File: config.mk
export PLATFORM = sky130hd
export DESIGN_NAME = dft_tpi_profiler
export DESIGN_NICKNAME = d
export VERILOG_FILES = /design/src/rtl/dft_tpi_profiler.sv
export SDC_FILE = /design/constraint.sdc
export NUM_CORES = 1
export LEC_CHECK = 0
export ABC_AREA = 1
export CAP_MARGIN = 10
export CORE_MARGIN = 4
export CORE_UTILIZATION = 25
export DETAILED_ROUTE_END_ITERATION = 10
export HOLD_SLACK_MARGIN = 0.12
export PLACE_DENSITY = 0.46
export SETUP_SLACK_MARGIN = 0.2
export SYNTH_ARGS = -nofsm -noshare
export SYNTH_HDL_FRONTEND = slang
export SYNTH_SLANG_ARGS = --single-unit
File: constraint.sdc
create_clock -name clk -period 4.27 [get_ports clk]
set_clock_uncertainty 0.1 [all_clocks]
set_input_delay 0.854 -clock clk [delete_from_list [all_inputs] [get_ports clk]]
set_output_delay 0.854 -clock clk [all_outputs]
set_load 0.02 [all_outputs]
File: src/rtl/dft_tpi_profiler.sv
// dft_tpi_profiler: baseline / fault-injected / test-point views of a 16-input AND with saturating hit counters.
// Optional macro OBS_HITS_EN adds an obs_hits counter port.  Rev 1.0
`default_nettype none

module dft_tpi_profiler #(
  parameter int CNT_W = 16
) (
  input  logic             clk,
  input  logic             rst_n,
  input  logic [15:0]      in_vec,
  input  logic             in_valid,
  input  logic             test_mode,
  input  logic             cp_force_1,
  input  logic             fault_enable,
  input  logic             clr,
  output logic             out_base,
  output logic             out_tpi,
  output logic             obs,
  output logic [CNT_W-1:0] pat_cnt,
  output logic [CNT_W-1:0] base_hits,
  output logic [CNT_W-1:0] tpi_hits
`ifdef OBS_HITS_EN
  ,
  output logic [CNT_W-1:0] obs_hits
`endif
);

  localparam logic [CNT_W-1:0] CNT_ONE = {{(CNT_W-1){1'b0}}, 1'b1};

  logic n_lo;
  logic n_hi;
  logic n_lo_f;
  logic n_hi_c;
  logic base_c;
  logic tpi_c;
  logic obs_c;

  // Counters stick at all-ones instead of wrapping.
  function automatic logic [CNT_W-1:0] sat_inc(input logic [CNT_W-1:0] v, input logic en);
    return (en && !(&v)) ? v + CNT_ONE : v;
  endfunction

  always_comb begin
    n_lo   = &in_vec[7:0];
    n_hi   = &in_vec[15:8];
    base_c = n_lo & n_hi;
    n_lo_f = fault_enable | n_lo;
    n_hi_c = (test_mode & cp_force_1) | n_hi;
    tpi_c  = n_lo_f & n_hi_c;
    obs_c  = test_mode & n_lo_f;
  end

  always_ff @(posedge clk or negedge rst_n) begin
    if (!rst_n) begin
      out_base <= 1'b0;
      out_tpi  <= 1'b0;
      obs      <= 1'b0;
    end else if (in_valid) begin
      out_base <= base_c;
      out_tpi  <= tpi_c;
      obs      <= obs_c;
    end
  end

  // clr wins over a coincident increment; output registers are unaffected by it.
  always_ff @(posedge clk or negedge rst_n) begin
    if (!rst_n) begin
      pat_cnt   <= '0;
      base_hits <= '0;
      tpi_hits  <= '0;
    end else if (clr) begin
      pat_cnt   <= '0;
      base_hits <= '0;
      tpi_hits  <= '0;
    end else if (in_valid) begin
      pat_cnt   <= sat_inc(pat_cnt, 1'b1);
      base_hits <= sat_inc(base_hits, base_c);
      tpi_hits  <= sat_inc(tpi_hits, tpi_c);
    end
  end

`ifdef OBS_HITS_EN
  always_ff @(posedge clk or negedge rst_n) begin
    if (!rst_n) begin
      obs_hits <= '0;
    end else if (clr) begin
      obs_hits <= '0;
    end else if (in_valid) begin
      obs_hits <= sat_inc(obs_hits, obs_c);
    end
  end
`endif

endmodule

`default_nettype wire

### Word level (Yosys, flattened, before mapping)

Cells that the tools add are included.

* $add $sub $neg: 3
* reductions and logical operators: 15
* bitwise gates (word level): 6
* equal/unequal tests: 1
* muxes and demuxes: 9

Operators by type and width (count)
* $mux 16: 9
* $add 16x1->16 const B: 3
* $reduce_and 16->1: 3
* $reduce_and 8->1: 2
* $reduce_and 2->1: 3
* $reduce_bool 2->1: 3
* $and 1x1->1: 4
* $logic_and 1x1->1: 2
* $logic_not 1->1: 2
* $ne 2x2->1 const B: 1
* $or 1x1->1: 2

* input bits: 23
* logic and storage cells: 40
* output and inout port bits: 51
* register bits after elaboration: 51

### Longest topological paths before layout

* word-level depth: 7
* gate-level depth with buffers: 11
* mapped depth without buffers: 10

### Worst setup path before layout

OpenSTA, ideal clock, no wires.

* path kind: reg-to-reg
* start: reg base_hits[0]
* end: reg base_hits[13]
* buffers on the path: 1
* period minus slack after synthesis: 1.820 ns
* data required time: 4.053 ns
* arrival: 1.603 ns
* stages on the path, launching flop included: 12
* setup time: 0.117 ns
* path slack: 2.450 ns
* path through: dfrtp_1 ha_1 nand2_2 nor2_4 nand2_2 nor2_1 nand2_1 nand2_4 nand2_4 buf_6 nand2_1 nand2_1

* longest elaborated chain between the ends: 5
* elaborated cells on any way between the ends: 9
* those cells by class: 1 x add/sub; 3 x mux; 5 x reduce/logical

RTL lines
* start, declared: line 20 `output logic [CNT_W-1:0] base_hits,`
* start signal, assigned: line 77 `base_hits <= sat_inc(base_hits, base_c);`
* parallel branches: the longest is 5 deep, another holds $add 16x1->16

Parallel ways; which one is timed is not known. The select of a mux whose other input is x is not followed.
A chain may end at the register's enable or synchronous reset.

### Final worst setup path

* start: in clr
* end: reg pat_cnt[9]

* longest elaborated chain between the ends: 2
* elaborated cells on any way between the ends: 4
* those cells by class: 1 x eq/ne; 1 x mux; 2 x reduce/logical

RTL lines
* start, declared: line 15 `input logic clr,`
* $ne 2x2->1 (no source line) / $reduce_bool 2->1 (equally long branches)
* $reduce_and 2->1 (no source line)
* end signal, assigned: line 76 `pat_cnt <= sat_inc(pat_cnt, 1'b1);`
* end, declared: line 19 `output logic [CNT_W-1:0] pat_cnt,`

Several ways; a longest one is shown, not always the timed one.

==> results.json <==
{
  "synth-main-ff-cell": "dfrtp_1",
  "setup_tns_ns": 0,
  "cts_root_buf": "clkbuf_16",
  "track_usage_pct": 13.53,
  "required_ns": 4.34,
  "path_clk_slew_ns": 0.07,
  "startpoint": "clr",
  "dr.pass1.iters": 4,
  "drt-total-wl_um": 9735,
  "r2r_start": "tpi_hits[1]$_DFFE_PN0P_",
  "cts_resized": 0,
  "rsz0062_at_grt": "false",
  "synth_area_leader_cell": "dfrtp_1",
  "finalMaxSlewViolations": 0,
  "ys_seq_area_share_pct": 37.93,
  "vias": 3379,
  "grt_pass1_vias": 3314,
  "die_w_um": 124.0,
  "r2r-end": "tpi_hits[13]$_DFFE_PN0P_",
  "postCtsSetupBuffers": 0,
  "coreArea_um2": 13190,
  "synthTopCellsByArea": "dfrtp_1, nand2_1, nand3_1, nor2_1, inv_1",
  "cts.sinks": 51,
  "syn-cell-area_um2": 3364,
  "fmax_mhz": 390.7,
  "end_kind": "flip-flop",
  "p_per_area_nw_per_um2": 238.9,
  "worst_pin_slew_ns": 0.6721,
  "grt-ovfl-total": 0,
  "syn-mean-instance-area_um2": 6.756,
  "synthTopCellsByCount": "nand2_1, nor2_1, nand3_1",
  "grt_max_degree": 34,
  "drc": 0,
  "crit_fanout": 33,
  "vias_per_cell": 4.529,
  "pin_count": 74,
  "ctsHtreeMaxLevel": 2,
  "cts_inserted_buffers": 5,
  "n_antenna_cell": 0,
  "min_path_type": "flip-flop to flip-flop",
  "p_total_w": 0.001060,
  "grt_pass1_wl_um": 16490,
  "antenna_found_initial": 0,
  "status": "finished clean",
  "drive_gt1_share_pct": 6.667,
  "hold_buffers": 0,
  "die_h_um": 124.0,
  "vdd_drop_max_uv": 163.0,
  "setup_viol": 0,
  "reg2reg_slack_ns": 2.25,
  "fin_crit_ns": 2.560,
  "syn_to_final_growth_pct": 31.87,
  "portBuffers": 73,
  "drt_iter0_drc": 246,
  "clockBufferDepth": 2,
  "synth_edf_count": 0,
  "path_class": "input port to flip-flop",
  "gp_congestion": 0.8172,
  "fin_util_pct": 33.64,
  "synth_nets": 524,
  "cp_data_arrival_time_ns": 2.63,
  "ys_async_sr_fraction_pct": 100.0,
  "yosysTopAreaCellShare_pct": 37.93,
  "slew-limit-headroom_pct": 55.19,
  "syn-instance-count": 498,
  "nNetsFinal": 595,
  "startpoint_type": "input port",
  "ys_seq_elements": 51,
  "routedWlPerCell_um": 13.05,
  "yosysWarnings": 0,
  "ys_types": 29,
  "insertion_delay_ns": 0.30,
  "fin_crit_sh_pct": 59.94,
  "cts_tree": "built",
  "yosys.cell_count.top_type": "nand2_1",
  "detailed_place_hpwl_um": 7277,
  "p_leak_nw": 1.929,
  "antenna_left": 0,
  "initial_utilization_pct": 25.51,
  "critPathCapture": "pat_cnt[9]$_DFFE_PN0P_",
  "die-area_um2": 15380,
  "hold_violations": 0,
  "reg2regPathDepth": 8,
  "rows": 42,
  "cap_violations": 0
}
[layout make-up]
cell class | count | area [um2]
clock buffers | 6 | 138.9
clock inverters | 2 | 35.03
fillers | 1438 | 8753
inverters | 37 | 138.9
multi-input cells | 398 | 1879
flip-flops and latches | 51 | 1276
well taps | 176 | 220.2
repair buffers | 76 | 748.2
[sequential cells by signal (all words and copies together) (netlist names)]
signal     cells
out_base       1
tpi_hits      16
base_hits     16
out_tpi        1
pat_cnt       16
obs            1
[cell usage in the layout, fill, tap and decap left out, types with 2 or more instances in the layout]
cell type,n
nand2_1,176
clkdlybuf4s50_1,72
nor2_1,69
nand3_1,68
dfrtp_1,51
inv_1,34
xor2_1,13
nand4_1,12
o21ai_0,10
nor3_1,8
nor2_2,7
o21bai_1,7
nand2_2,5
clkbuf_16,5
o21ai_2,4
inv_2,3
o21ai_1,3
xnor2_1,3
ha_1,3
buf_4,3
nor2_4,2
nand3b_1,2
nand2_4,2
[through the flow]
stage | worst slack [ns] | area (um2) | cells | hold WS (ns)
after floorplan | 2.450 | 3364 | 498 | 0.4584
after global placement | 1.426 | 4263 | 738 | 0.3745
after detailed placement | 1.368 | 4263 | 738 | 0.3901
after CTS | 1.677 | 4437 | 746 | 0.4070
after global routing | 1.531 | 4437 | 746 | 0.4574
final | 1.710 | 4437 | 746 | 0.3950
[power breakdown]
group / internal [W] / switching [W] / total (W)
Combinational: 0.0000338 / 0.0000529 / 0.0000867
Clock: 0.000292 / 0.000189 / 0.000481
Sequential: 0.000487 / 0.00000494 / 0.000492
[metal layers]
| layer | vias to the layer above | track usage, % | wire length, um |
|---|---|---|---|
| met5 | - | 0 | 0 |
| met4 | 0 | 3.765 | 128 |
| met3 | 9 | 2.498 | 452 |
| met2 | 63 | 22.44 | 4553 |
| met1 | 1574 | 18.06 | 4601 |
| li1 | 1733 | - | - |
[logic make-up after synthesis]
| group | after synthesis | synth area share [%] |
|---|---|---|
| compound gates | 25 | 4.685 |
| xor+xnor | 16 | 4.165 |
| fa+ha+maj | 3 | 1.116 |
| buf+inv | 49 | 6.210 |
| flops | 51 | 37.93 |
| simple gates | 354 | 45.89 |
[how the worst min path moves through the flow]
stage,from,end,depth (start not counted)
3_5_place_dp,out_base$_DFFE_PN0P_,out_base$_DFFE_PN0P_,2
3_3_place_gp,out_base$_DFFE_PN0P_,out_base$_DFFE_PN0P_,2
6_report,out_base$_DFFE_PN0P_,out_base$_DFFE_PN0P_,2
5_1_grt,out_base$_DFFE_PN0P_,out_base$_DFFE_PN0P_,2
2_1_floorplan,rst_n,base_hits[0]$_DFFE_PN0P_,0
4_1_cts,out_base$_DFFE_PN0P_,out_base$_DFFE_PN0P_,2
[worst max-delay path: stages]
cell and delay [ns]:
clkdlybuf4s50_1 0.45, buf_4 0.32, inv_2 0.33, nand3b_1 0.22, nand2_2 0.23, nand2_1 0.12
o21ai_0 0.08
Note: power is estimated with default switching activity, not from simulation.
